--- config.mk ---
export PLATFORM = sky130hd
export DESIGN_NAME = classificador_medida_n_flat
export DESIGN_NICKNAME = d
export VERILOG_FILES = /design/src/rtl/classificador_medida_n_pkg.sv /design/src/rtl/classificador_medida_n_if.sv /design/src/rtl/classificador_medida_n_divisor.sv /design/src/rtl/classificador_medida_n.sv /design/src/flat_wrapper.sv
export SDC_FILE = /design/constraint.sdc
export NUM_CORES = 1
export LEC_CHECK = 0
export BUFFER_PORTS_ARGS = -buffer_cell sky130_fd_sc_hd__buf_4
export CAP_MARGIN = 20
export CORE_ASPECT_RATIO = 0.5
export CORE_MARGIN = 1
export CORE_UTILIZATION = 40
export DETAILED_ROUTE_END_ITERATION = 7
export GPL_TIMING_DRIVEN = 0
export PLACE_DENSITY = 0.57
export SKIP_CTS_REPAIR_TIMING = 1
export SLEW_MARGIN = 20
export SYNTH_ARGS = -nofsm -noshare
export SYNTH_HDL_FRONTEND = slang
export SYNTH_SLANG_ARGS = --single-unit
--- constraint.sdc ---
create_clock -name clock -period 3.4 [get_ports clock]
set_input_delay 0.68 -clock clock [delete_from_list [all_inputs] [get_ports clock]]
set_output_delay 0.68 -clock clock [all_outputs]
set_load 0.02 [all_outputs]
--- src/rtl/classificador_medida_n_pkg.sv ---
// Shared class codes and FSM state type for the averaging level classifier.
package classificador_pkg;

  localparam logic [2:0] CLASSE_NENHUMA = 3'b000;
  localparam logic [2:0] CLASSE_BAIXO   = 3'b001;
  localparam logic [2:0] CLASSE_ALTO    = 3'b010;
  localparam logic [2:0] CLASSE_CRITICO = 3'b011;
  localparam logic [2:0] CLASSE_NORMAL  = 3'b100;

  typedef enum logic [2:0] {
    OCIOSO,
    COLETA,
    DIVIDE,
    CLASSIFICA,
    FIM
  } estado_t;

endpackage

--- src/rtl/classificador_medida_n_if.sv ---
// Sample handshake, threshold and result bundle of the averaging level classifier.
interface classificador_medida_n_if #(
  parameter int LARGURA = 12
);
  logic               iniciar;
  logic               abortar;
  logic [LARGURA-1:0] amostra;
  logic               amostra_valida;
  logic [LARGURA-1:0] nv_baixo;
  logic [LARGURA-1:0] nv_alto;
  logic [LARGURA-1:0] nv_crit;
  logic               pronto;
  logic               ocupado;
  logic [LARGURA-1:0] media;
  logic [LARGURA-1:0] maior_medida;
  logic [LARGURA-1:0] menor_medida;
  logic [2:0]         medida_classificacao;
  logic               descartar_medida;
  logic               fim_classificacao;

  modport master (
    output iniciar, abortar, amostra, amostra_valida, nv_baixo, nv_alto, nv_crit,
    input  pronto, ocupado, media, maior_medida, menor_medida,
           medida_classificacao, descartar_medida, fim_classificacao
  );

  modport slave (
    input  iniciar, abortar, amostra, amostra_valida, nv_baixo, nv_alto, nv_crit,
    output pronto, ocupado, media, maior_medida, menor_medida,
           medida_classificacao, descartar_medida, fim_classificacao
  );
endinterface

--- src/rtl/classificador_medida_n_divisor.sv ---
// Restoring divider by a constant: one quotient bit per cycle, ACC_W cycles after iniciar.
module divisor_seq #(
  parameter int ACC_W   = 14,
  parameter int DIVISOR = 3
) (
  input  logic             clock,
  input  logic             zera,
  input  logic             iniciar,
  input  logic [ACC_W-1:0] dividendo,
  output logic [ACC_W-1:0] quociente,
  output logic             pronto
);
  localparam int             CNT_W = $clog2(ACC_W + 1);
  localparam logic [ACC_W:0] DIV_V = (ACC_W + 1)'(DIVISOR);

  logic [ACC_W-1:0] resto;
  logic [CNT_W-1:0] passos;
  logic             ativo;
  logic [ACC_W:0]   tentativa;
  logic [ACC_W:0]   diferenca;
  logic             cabe;
  logic             unused_dif;

  // The remainder stays below DIVISOR, so its top bit after subtraction is always zero
  always_comb begin
    tentativa = {resto, quociente[ACC_W-1]};
    diferenca = tentativa - DIV_V;
    cabe      = (tentativa >= DIV_V);
  end

  assign unused_dif = diferenca[ACC_W];

  always_ff @(posedge clock) begin
    if (zera) begin
      resto     <= '0;
      quociente <= '0;
      passos    <= '0;
      ativo     <= 1'b0;
    end else if (iniciar) begin
      resto     <= '0;
      quociente <= dividendo;
      passos    <= CNT_W'(ACC_W);
      ativo     <= 1'b1;
    end else if (passos != '0) begin
      resto     <= cabe ? diferenca[ACC_W-1:0] : tentativa[ACC_W-1:0];
      quociente <= {quociente[ACC_W-2:0], cabe};
      passos    <= passos - CNT_W'(1);
    end
  end

  assign pronto = ativo && (passos == '0);

endmodule

--- src/rtl/classificador_medida_n.sv ---
// Collects N_MEDIDAS samples, averages them and classifies the mean against latched thresholds.
module classificador_medida_n
  import classificador_pkg::*;
#(
  parameter int LARGURA   = 12,
  parameter int N_MEDIDAS = 3,
  parameter int MAX_DIFF  = 4
) (
  input logic                     clock,
  input logic                     zera,
  classificador_medida_n_if.slave bus
);
  localparam int          ACC_W      = LARGURA + $clog2(N_MEDIDAS);
  localparam int          CNT_W      = $clog2(N_MEDIDAS);
  localparam logic [31:0] MAX_DIFF_V = 32'(MAX_DIFF);

  estado_t estado;
  estado_t proximo;

  logic [ACC_W-1:0]   soma;
  logic [ACC_W-1:0]   soma_nova;
  logic [ACC_W-1:0]   quociente_full;
  logic [CNT_W-1:0]   contador;
  logic [LARGURA-1:0] maior_acc;
  logic [LARGURA-1:0] menor_acc;
  logic [LARGURA-1:0] baixo_r;
  logic [LARGURA-1:0] alto_r;
  logic [LARGURA-1:0] crit_r;
  logic [LARGURA-1:0] media_nova;
  logic [LARGURA-1:0] spread;
  logic [LARGURA-1:0] media_r;
  logic [LARGURA-1:0] maior_r;
  logic [LARGURA-1:0] menor_r;
  logic [2:0]         classe_r;
  logic [2:0]         classe_nova;
  logic               descartar_r;
  logic               aceita;
  logic               ultima;
  logic               div_pronto;
  logic               unused_quo;

  // The divider is loaded on the accepting edge itself, with the sum including the last sample
  always_comb begin
    aceita     = (estado == COLETA) && bus.amostra_valida && !bus.abortar;
    ultima     = aceita && (contador == CNT_W'(N_MEDIDAS - 1));
    soma_nova  = soma + ACC_W'(bus.amostra);
    media_nova = quociente_full[LARGURA-1:0];
    spread     = maior_acc - menor_acc;
    if (media_nova < baixo_r)
      classe_nova = CLASSE_BAIXO;
    else if (media_nova < alto_r)
      classe_nova = CLASSE_NORMAL;
    else if (media_nova <= crit_r)
      classe_nova = CLASSE_ALTO;
    else
      classe_nova = CLASSE_CRITICO;
  end

  assign unused_quo = ^quociente_full[ACC_W-1:LARGURA];

  always_ff @(posedge clock) begin
    if (zera)
      estado <= OCIOSO;
    else
      estado <= proximo;
  end

  always_comb begin
    proximo = estado;
    case (estado)
      OCIOSO:     if (bus.iniciar) proximo = COLETA;
      COLETA:     if (bus.abortar) proximo = OCIOSO;
                  else if (ultima) proximo = DIVIDE;
      DIVIDE:     if (bus.abortar) proximo = OCIOSO;
                  else if (div_pronto) proximo = CLASSIFICA;
      CLASSIFICA: proximo = bus.abortar ? OCIOSO : FIM;
      FIM:        proximo = OCIOSO;
      default:    proximo = OCIOSO;
    endcase
  end

  always_ff @(posedge clock) begin
    if (zera) begin
      soma        <= '0;
      contador    <= '0;
      maior_acc   <= '0;
      menor_acc   <= '0;
      baixo_r     <= '0;
      alto_r      <= '0;
      crit_r      <= '0;
      media_r     <= '0;
      maior_r     <= '0;
      menor_r     <= '0;
      classe_r    <= CLASSE_NENHUMA;
      descartar_r <= 1'b0;
    end else begin
      if ((estado == OCIOSO) && bus.iniciar) begin
        baixo_r   <= bus.nv_baixo;
        alto_r    <= bus.nv_alto;
        crit_r    <= bus.nv_crit;
        soma      <= '0;
        contador  <= '0;
        maior_acc <= '0;
        menor_acc <= '1;
      end
      if (aceita) begin
        soma     <= soma_nova;
        contador <= contador + CNT_W'(1);
        if (bus.amostra > maior_acc) maior_acc <= bus.amostra;
        if (bus.amostra < menor_acc) menor_acc <= bus.amostra;
      end
      if ((estado == CLASSIFICA) && !bus.abortar) begin
        media_r     <= media_nova;
        maior_r     <= maior_acc;
        menor_r     <= menor_acc;
        classe_r    <= classe_nova;
        descartar_r <= (32'(spread) > MAX_DIFF_V);
      end
    end
  end

  divisor_seq #(
    .ACC_W   (ACC_W),
    .DIVISOR (N_MEDIDAS)
  ) u_divisor (
    .clock     (clock),
    .zera      (zera),
    .iniciar   (ultima),
    .dividendo (soma_nova),
    .quociente (quociente_full),
    .pronto    (div_pronto)
  );

  assign bus.pronto               = (estado == COLETA);
  assign bus.ocupado              = (estado != OCIOSO);
  assign bus.fim_classificacao    = (estado == FIM);
  assign bus.media                = media_r;
  assign bus.maior_medida         = maior_r;
  assign bus.menor_medida         = menor_r;
  assign bus.medida_classificacao = classe_r;
  assign bus.descartar_medida     = descartar_r;

endmodule

--- src/flat_wrapper.sv ---
// flat-port wrapper written by rule: the top's interface ports become plain ports
module classificador_medida_n_flat import classificador_pkg::*;
#(
  parameter int LARGURA   = 12,
  parameter int N_MEDIDAS = 3,
  parameter int MAX_DIFF  = 4
)
  (clock, zera, bus_iniciar, bus_abortar, bus_amostra, bus_amostra_valida, bus_nv_baixo, bus_nv_alto, bus_nv_crit, bus_pronto, bus_ocupado, bus_media, bus_maior_medida, bus_menor_medida, bus_medida_classificacao, bus_descartar_medida, bus_fim_classificacao);
  classificador_medida_n_if #(.LARGURA(LARGURA)) bus_i ();
  input logic clock;
  input logic zera;
  input wire logic [$bits(bus_i.iniciar)-1:0] bus_iniciar;
  input wire logic [$bits(bus_i.abortar)-1:0] bus_abortar;
  input wire logic [$bits(bus_i.amostra)-1:0] bus_amostra;
  input wire logic [$bits(bus_i.amostra_valida)-1:0] bus_amostra_valida;
  input wire logic [$bits(bus_i.nv_baixo)-1:0] bus_nv_baixo;
  input wire logic [$bits(bus_i.nv_alto)-1:0] bus_nv_alto;
  input wire logic [$bits(bus_i.nv_crit)-1:0] bus_nv_crit;
  output wire logic [$bits(bus_i.pronto)-1:0] bus_pronto;
  output wire logic [$bits(bus_i.ocupado)-1:0] bus_ocupado;
  output wire logic [$bits(bus_i.media)-1:0] bus_media;
  output wire logic [$bits(bus_i.maior_medida)-1:0] bus_maior_medida;
  output wire logic [$bits(bus_i.menor_medida)-1:0] bus_menor_medida;
  output wire logic [$bits(bus_i.medida_classificacao)-1:0] bus_medida_classificacao;
  output wire logic [$bits(bus_i.descartar_medida)-1:0] bus_descartar_medida;
  output wire logic [$bits(bus_i.fim_classificacao)-1:0] bus_fim_classificacao;
  assign bus_i.iniciar = bus_iniciar;
  assign bus_i.abortar = bus_abortar;
  assign bus_i.amostra = bus_amostra;
  assign bus_i.amostra_valida = bus_amostra_valida;
  assign bus_i.nv_baixo = bus_nv_baixo;
  assign bus_i.nv_alto = bus_nv_alto;
  assign bus_i.nv_crit = bus_nv_crit;
  assign bus_pronto = bus_i.pronto;
  assign bus_ocupado = bus_i.ocupado;
  assign bus_media = bus_i.media;
  assign bus_maior_medida = bus_i.maior_medida;
  assign bus_menor_medida = bus_i.menor_medida;
  assign bus_medida_classificacao = bus_i.medida_classificacao;
  assign bus_descartar_medida = bus_i.descartar_medida;
  assign bus_fim_classificacao = bus_i.fim_classificacao;
  classificador_medida_n #(.LARGURA(LARGURA), .N_MEDIDAS(N_MEDIDAS), .MAX_DIFF(MAX_DIFF)) u_core (.clock(clock), .zera(zera), .bus(bus_i));
endmodule
==> flow_metrics.env, run 1 <==
export IMPL_clock_latency_ns=0.44
export IMPL_synthTopCellsByArea="dfxtp_1, ha_1, nand2_1"
export IMPL_syn_nets=1208
export IMPL_cpPeakStageDelay_ns=0.49
export IMPL_slowest_stage="clkbuf_1"
export IMPL_cp_arrival_ns=2.99
export IMPL_rsz0062_at_grt="no"
export IMPL_final_nets=1321
export IMPL_maxCapViolCount=0
export IMPL_fin_crit_sh_pct=78.1
export IMPL_skew_ns=0.0109
export IMPL_core_area_um2=20700
export IMPL_cts_root_buf="clkbuf_16"
export IMPL_path_clk_slew_ns=0.07
export IMPL_dp_cells=1438
export IMPL_wl_um=25400
export IMPL_timing_rr_end="u_core.maior_acc[6]$_SDFF_PP0_"
export IMPL_power_density_nw_per_um2=421
export IMPL_slew_violations=0
export IMPL_antennaDiodeCount=0
export IMPL_end_kind="register"
export IMPL_grt_max_degree=17
export IMPL_ys_types=71
export IMPL_ys_seq_elements=152
export IMPL_multi_input_area_um2=4930
export IMPL_finalSetupViolations=0
export IMPL_dp_hpwl_um=19000
export IMPL_die_width_um=208
export IMPL_design_power_total_mw=4.26
export IMPL_worstPathCellList="inv_1, ha_1, a21oi_1, o221a_2, o21ai_0, a221oi_1, clkbuf_1, nor3_1, a41o_1"
export IMPL_path_class="reg2reg"
export IMPL_dieArea_um2=21900
export IMPL_vias=7977
export IMPL_drc=0
export IMPL_ir_drop_mv=0.344
export IMPL_synthFlopType="dfxtp_1"
export IMPL_fp_dieH_um=105
export IMPL_grt_antenna_before_repair=0
export IMPL_status="complete, no violations"
export IMPL_fin_crit_ns=2.66
export IMPL_fin_setup_tns_ns=0
export IMPL_cp_max_fo=10
export IMPL_io_buffer_count=94
export IMPL_htreeDepth=4
export IMPL_crit_required_ns=3.74
export IMPL_grt_pass1_vias=7599
export IMPL_cts_tree="built"
export IMPL_gp_congestion=0.903
export IMPL_grt_pass1_wl_um=40300
export IMPL_cp_start_kind="register"
export IMPL_wire_per_inst_um=17.3
export IMPL_hold_class="reg2reg"
export IMPL_max_slew_worst_pin_slew_ns=0.725
export IMPL_whs_endpoint="u_core.bus.media[0]$_SDFFE_PP0P_"
export IMPL_drt_pass1_iter_count=7
export IMPL_drive_gt1_share_pct=12.0
export IMPL_yosysTopAreaCell="dfxtp_1"
export IMPL_antenna_left=0
export IMPL_start_util_pct=41.2
export IMPL_nFillCells=2116
export IMPL_finalHoldViolations=0
export IMPL_synth_edf_count=0
export IMPL_p_leak_nw=4.28
export IMPL_yosysTopAreaCellShare_pct=35.7
export IMPL_drt_first_iter_violations=521
export IMPL_fin_cells=1470
export IMPL_netlist_area_um2=8520
export IMPL_slew_headroom_pct=51.7
export IMPL_fp_row_count=37
export IMPL_boundaryPins=96
export IMPL_reg_top3="u_core.soma: 14 flops, u_core.u_divisor.quociente: 14 flops, u_core.u_divisor.resto: 14 flops"
export IMPL_postSynthAreaPerCell_um2=7.95
export IMPL_regArea_um2=3040
export IMPL_ys_async_sr_fraction_pct=0
export IMPL_r2r_start="u_core.maior_acc[5]$_SDFF_PP0_"
export IMPL_syn2layout_area_growth_pct=18.8
export IMPL_r2r_slack_ns=0.74
export IMPL_synth_cells=1071
export IMPL_min_from="u_core.bus.media[0]$_SDFFE_PP0P_"
export IMPL_fmax_mhz=377
export IMPL_cts_made_buffers=17
export IMPL_clkSinkCount=152
export IMPL_crit_buf_inv=2
export IMPL_grt_total_usage_pct=23.8
export IMPL_yosysWarnings=0
export IMPL_seq_area_frac_synth_pct=35.7
export IMPL_viasPerCell=5.43
export IMPL_min_path_cells=2
export IMPL_worstRegToRegCells=9
export IMPL_cp_top_family="compound AO/OA/AOI/OAI gates"
export IMPL_overflow=0
export IMPL_clk_path_buf_depth=2
-- stage by stage --
step	instance area, µm²	utilization (%)	setup WS, ns	hold slack, ns
final	10100	48.9	0.745	0.454
after global routing	10100	48.9	0.605	0.468
after CTS	10100	48.9	0.758	0.453
after detailed placement	9570	46.2	0.422	0.448
after global placement	9570	46.2	0.426	0.444
after floorplan	8520	-	0.909	0.432
-- cell usage in the layout (no fill, tap or decap), types with 9 or more instances in the layout --
cell,count
nand2_1,220
dfxtp_1,152
a21oi_1,117
buf_4,95
ha_1,82
inv_1,74
nor2_1,59
clkbuf_1,51
o21ai_0,34
nor3_1,24
nand3_1,22
a21o_1,21
mux2i_1,17
a211oi_1,17
clkbuf_16,17
xor2_1,13
a41o_1,12
xnor2_1,12
nand4_1,9
a31oi_1,9
-- synth_stat cells (17+ instances only) --
master    instances
a211oi_1         17
a21o_1           21
mux2i_1          17
a21oi_1         117
inv_1            74
ha_1             82
nand2_1         220
nand3_1          22
clkbuf_1         51
o21ai_0          34
nor2_1           59
nor3_1           24
dfxtp_1         152
-- worst max-delay path by stage --
stage | from | to | slack (ns) | depth (start not counted)
after global placement | bus_amostra[0] | u_core.u_divisor.quociente[8]$_SDFFE_PP0P_ | 0.43 | 9
final | u_core.maior_acc[5]$_SDFF_PP0_ | u_core.maior_acc[6]$_SDFF_PP0_ | 0.74 | 9
after global routing | u_core.maior_acc[5]$_SDFF_PP0_ | u_core.maior_acc[1]$_SDFF_PP0_ | 0.61 | 9
after detailed placement | bus_amostra[0] | u_core.u_divisor.quociente[8]$_SDFFE_PP0P_ | 0.42 | 9
after floorplan | bus_amostra[0] | u_core.u_divisor.quociente[8]$_SDFFE_PP0P_ | 0.91 | 8
after CTS | u_core.menor_acc[0]$_SDFF_PP0_ | u_core.bus.descartar_medida$_SDFFE_PP0P_ | 0.76 | 9
-- cell families (layout without fill, tap and decap cells) --
logic type	count (synthesis)	after routing	share of synthesized area, %
compound gates	271	271	20.6
xor+xnor	25	25	2.57
fa+ha+maj	84	84	12.5
buf+inv	134	260	6.36
flops	152	152	35.7
mux	18	18	2.13
simple gates	387	387	20.1
-- worst register-to-register path: stages, from the launching register on --
cell      delay, ns
dfxtp_1        0.44
inv_1          0.07
ha_1           0.29
a21oi_1        0.16
o221a_2        0.21
o21ai_0        0.12
a221oi_1       0.44
clkbuf_1       0.49
nor3_1         0.12
a41o_1         0.23
-- where the power goes --
group,internal (mW),leakage [nW],switching (mW),total [mW]
sequential,1.83,1.23,0.0356,1.86
clock,0.970,0.265,0.864,1.83
combinational,0.221,2.78,0.340,0.561
-- routing by layer --
metal  GRT usage, %  up-vias  part of all wire (%)
met5              0        -                     0
met4           7.30        0                   1.7
met3           4.36       42                   4.5
met2           37.9      191                    45
met1           32.5     3763                    49
li1               -     3981                     -
-- layout make-up --
cell class | count | share of cell area, %
multi-input combinational | 785 | 48.8
inverter | 75 | 2.78
clock buffer | 18 | 4.34
timing repair buffer | 94 | 6.97
buffer | 59 | 2.57
sequential | 152 | 30.1
tap | 273 | 3.38
clock inverter | 14 | 1.14
Power figures use the tool's default switching activity.
==> run 2: changes to the inputs <==
- ABC_AREA: not set -> 1
- clock period: 3.4 -> 2.7 ns (I/O delays scaled with it)
==> flow_metrics.env, run 2 <==
export IMPL_end_kind="register"
export IMPL_crit_buf_inv=2
export IMPL_cts_tree="built"
export IMPL_ir_drop_mv=0.370
export IMPL_synthTopCellsByArea="dfxtp_1, ha_1, nand2_1"
export IMPL_crit_top_cell="nor2_1"
export IMPL_finalHoldViolations=0
export IMPL_fin_crit_ns=2.30
export IMPL_core_area_um2=21000
export IMPL_finalSetupViolations=0
export IMPL_clock_latency_ns=0.44
export IMPL_antenna_left=0
export IMPL_yosysTopAreaCellShare_pct=34.7
export IMPL_nFillCells=2160
export IMPL_clkSinkCount=152
export IMPL_final_nets=1491
export IMPL_yosysWarnings=0
export IMPL_cp_top_family="simple AND/OR/NAND/NOR gates"
export IMPL_cts_root_buf="clkbuf_16"
export IMPL_worstPathCellList="inv_1, ha_1, inv_1, fa_1, or2_2, nand3_1, nand3_1, nor2_1, nand2_1, nor2_1, nand3_1, nor2_1, nor2_1"
export IMPL_vias=8618
export IMPL_grt_pass1_vias=8136
export IMPL_wl_um=26600
export IMPL_drive_gt1_share_pct=12.4
export IMPL_yosysMostFrequentCell="nand2_1"
export IMPL_grt_total_usage_pct=24.6
export IMPL_ys_async_sr_fraction_pct=0
export IMPL_die_width_um=211
export IMPL_overflow=0
export IMPL_synth_edf_count=0
export IMPL_max_slew_worst_pin_slew_ns=0.677
export IMPL_path_clk_slew_ns=0.07
export IMPL_dp_hpwl_um=20400
export IMPL_dp_cells=1627
export IMPL_status="complete, no violations"
export IMPL_fin_setup_tns_ns=0
export IMPL_grt_antenna_before_repair=0
export IMPL_seq_area_frac_synth_pct=34.7
export IMPL_grt_pass1_wl_um=42500
export IMPL_ys_types=45
export IMPL_postSynthAreaPerCell_um2=7.07
export IMPL_cp_max_fo=4
export IMPL_htreeDepth=4
export IMPL_drt_pass1_iter_count=5
export IMPL_power_density_nw_per_um2=566
export IMPL_p_leak_nw=4.85
export IMPL_fin_crit_sh_pct=85.3
export IMPL_yosys_top_cells_count="nand2_1, a21oi_1, dfxtp_1, inv_1, o21ai_0"
export IMPL_viasPerCell=5.19
export IMPL_wire_per_inst_um=16.0
export IMPL_gp_congestion=0.875
export IMPL_drt_first_iter_violations=527
export IMPL_start_util_pct=41.7
export IMPL_slowest_stage="fa_1"
export IMPL_slew_headroom_pct=54.9
export IMPL_skew_ns=0.00855
export IMPL_hold_class="in2reg"
export IMPL_multi_input_area_um2=4860
export IMPL_syn_nets=1378
export IMPL_fin_cells=1659
export IMPL_boundaryPins=96
export IMPL_regArea_um2=3040
export IMPL_cts_made_buffers=17
export IMPL_clk_path_buf_depth=2
export IMPL_ys_seq_elements=152
export IMPL_crit_required_ns=3.03
export IMPL_reg_top3="u_core.soma: 14 flops, u_core.u_divisor.quociente: 14 flops, u_core.u_divisor.resto: 14 flops"
export IMPL_cp_start_kind="register"
export IMPL_synthFlopType="dfxtp_1"
export IMPL_fp_dieH_um=107
export IMPL_rsz0062_at_grt="no"
export IMPL_yosysTopAreaCell="dfxtp_1"
export IMPL_slew_violations=0
export IMPL_path_class="reg2reg"
export IMPL_layout_commonest_cell="nand2_1"
export IMPL_cp_arrival_ns=2.63
export IMPL_drc=0
export IMPL_syn2layout_area_growth_pct=18.8
export IMPL_cpPeakStageDelay_ns=0.41
export IMPL_netlist_area_um2=8770
export IMPL_maxCapViolCount=0
export IMPL_dieArea_um2=22600
export IMPL_grt_max_degree=17
export IMPL_io_buffer_count=94
export IMPL_fp_row_count=37
export IMPL_fmax_mhz=434
export IMPL_final_cell_mix="nand2_1, a21oi_1, inv_1, dfxtp_1, o21ai_0"
export IMPL_antennaDiodeCount=0
export IMPL_synth_cells=1241
## run 2: kinds of logic after synthesis
family | share of synthesized area (%)
buf+inv | 9.93
compound gates | 19.6
fa+ha+maj | 12.2
simple gates | 22.2
xor+xnor | 1.50
flops | 34.7
## run 2: worst reg2reg max path: stages (launching register included)
cell	delay, ns
dfxtp_1	0.32
inv_1	0.11
ha_1	0.19
inv_1	0.10
fa_1	0.41
or2_2	0.30
nand3_1	0.08
nand3_1	0.09
nor2_1	0.10
nand2_1	0.05
nor2_1	0.10
nand3_1	0.08
nor2_1	0.20
nor2_1	0.06
## run 2: worst paths after layout
path                                           start                                  endpoint  slack, ns  depth (start not counted)
max                   u_core.maior_acc[0]$_SDFF_PP0_  u_core.bus.descartar_medida$_SDFFE_PP0P_       0.40                         13
max reg2reg           u_core.maior_acc[0]$_SDFF_PP0_  u_core.bus.descartar_medida$_SDFFE_PP0P_       0.40                         13
min reg2reg  u_core.u_divisor.passos[0]$_SDFFE_PP0P_   u_core.u_divisor.passos[0]$_SDFFE_PP0P_       0.44                          1
min                                 bus_nv_baixo[10]           u_core.baixo_r[10]$_SDFFE_PP0P_       0.38                          3
## run 2: layout make-up
| cell class | instances | area share, % |
|---|---|---|
| Multi-Input combinational cell | 880 | 46.6 |
| Sequential cell | 152 | 29.2 |
| Timing Repair Buffer | 94 | 6.77 |
| Inverter | 159 | 5.80 |
| Clock buffer | 18 | 4.21 |
| Tap cell | 292 | 3.51 |
| Buffer | 50 | 2.56 |
| Clock inverter | 14 | 1.31 |
## run 2: per-layer routing
metal	GRT usage, %	vias to the layer above	wire [µm]
met5	0	-	0
met4	8.02	0	536
met3	4.04	44	1100
met2	39.0	214	11600
met1	34.0	4016	13400
li1	-	4344	-
## run 2: through the flow
step                      power [mW]  instance area (µm²)  setup slack [ns]  hold slack (ns)  util, %
final                           5.90                10400             0.396            0.376     49.6
after global placement          3.54                 9840             0.184            0.429     46.8
after CTS                       5.93                10400             0.412            0.361     49.6
after global routing            6.21                10400             0.202            0.387     49.6
after floorplan                 3.22                 8770             0.640            0.413        -
after detailed placement        3.58                 9840             0.186            0.433     46.8
## run 2: power by group
part / switching (mW) / internal [mW] / total (mW)
combinational: 0.743 / 0.408 / 1.15
sequential: 0.0404 / 2.35 / 2.39
clock: 1.05 / 1.31 / 2.36
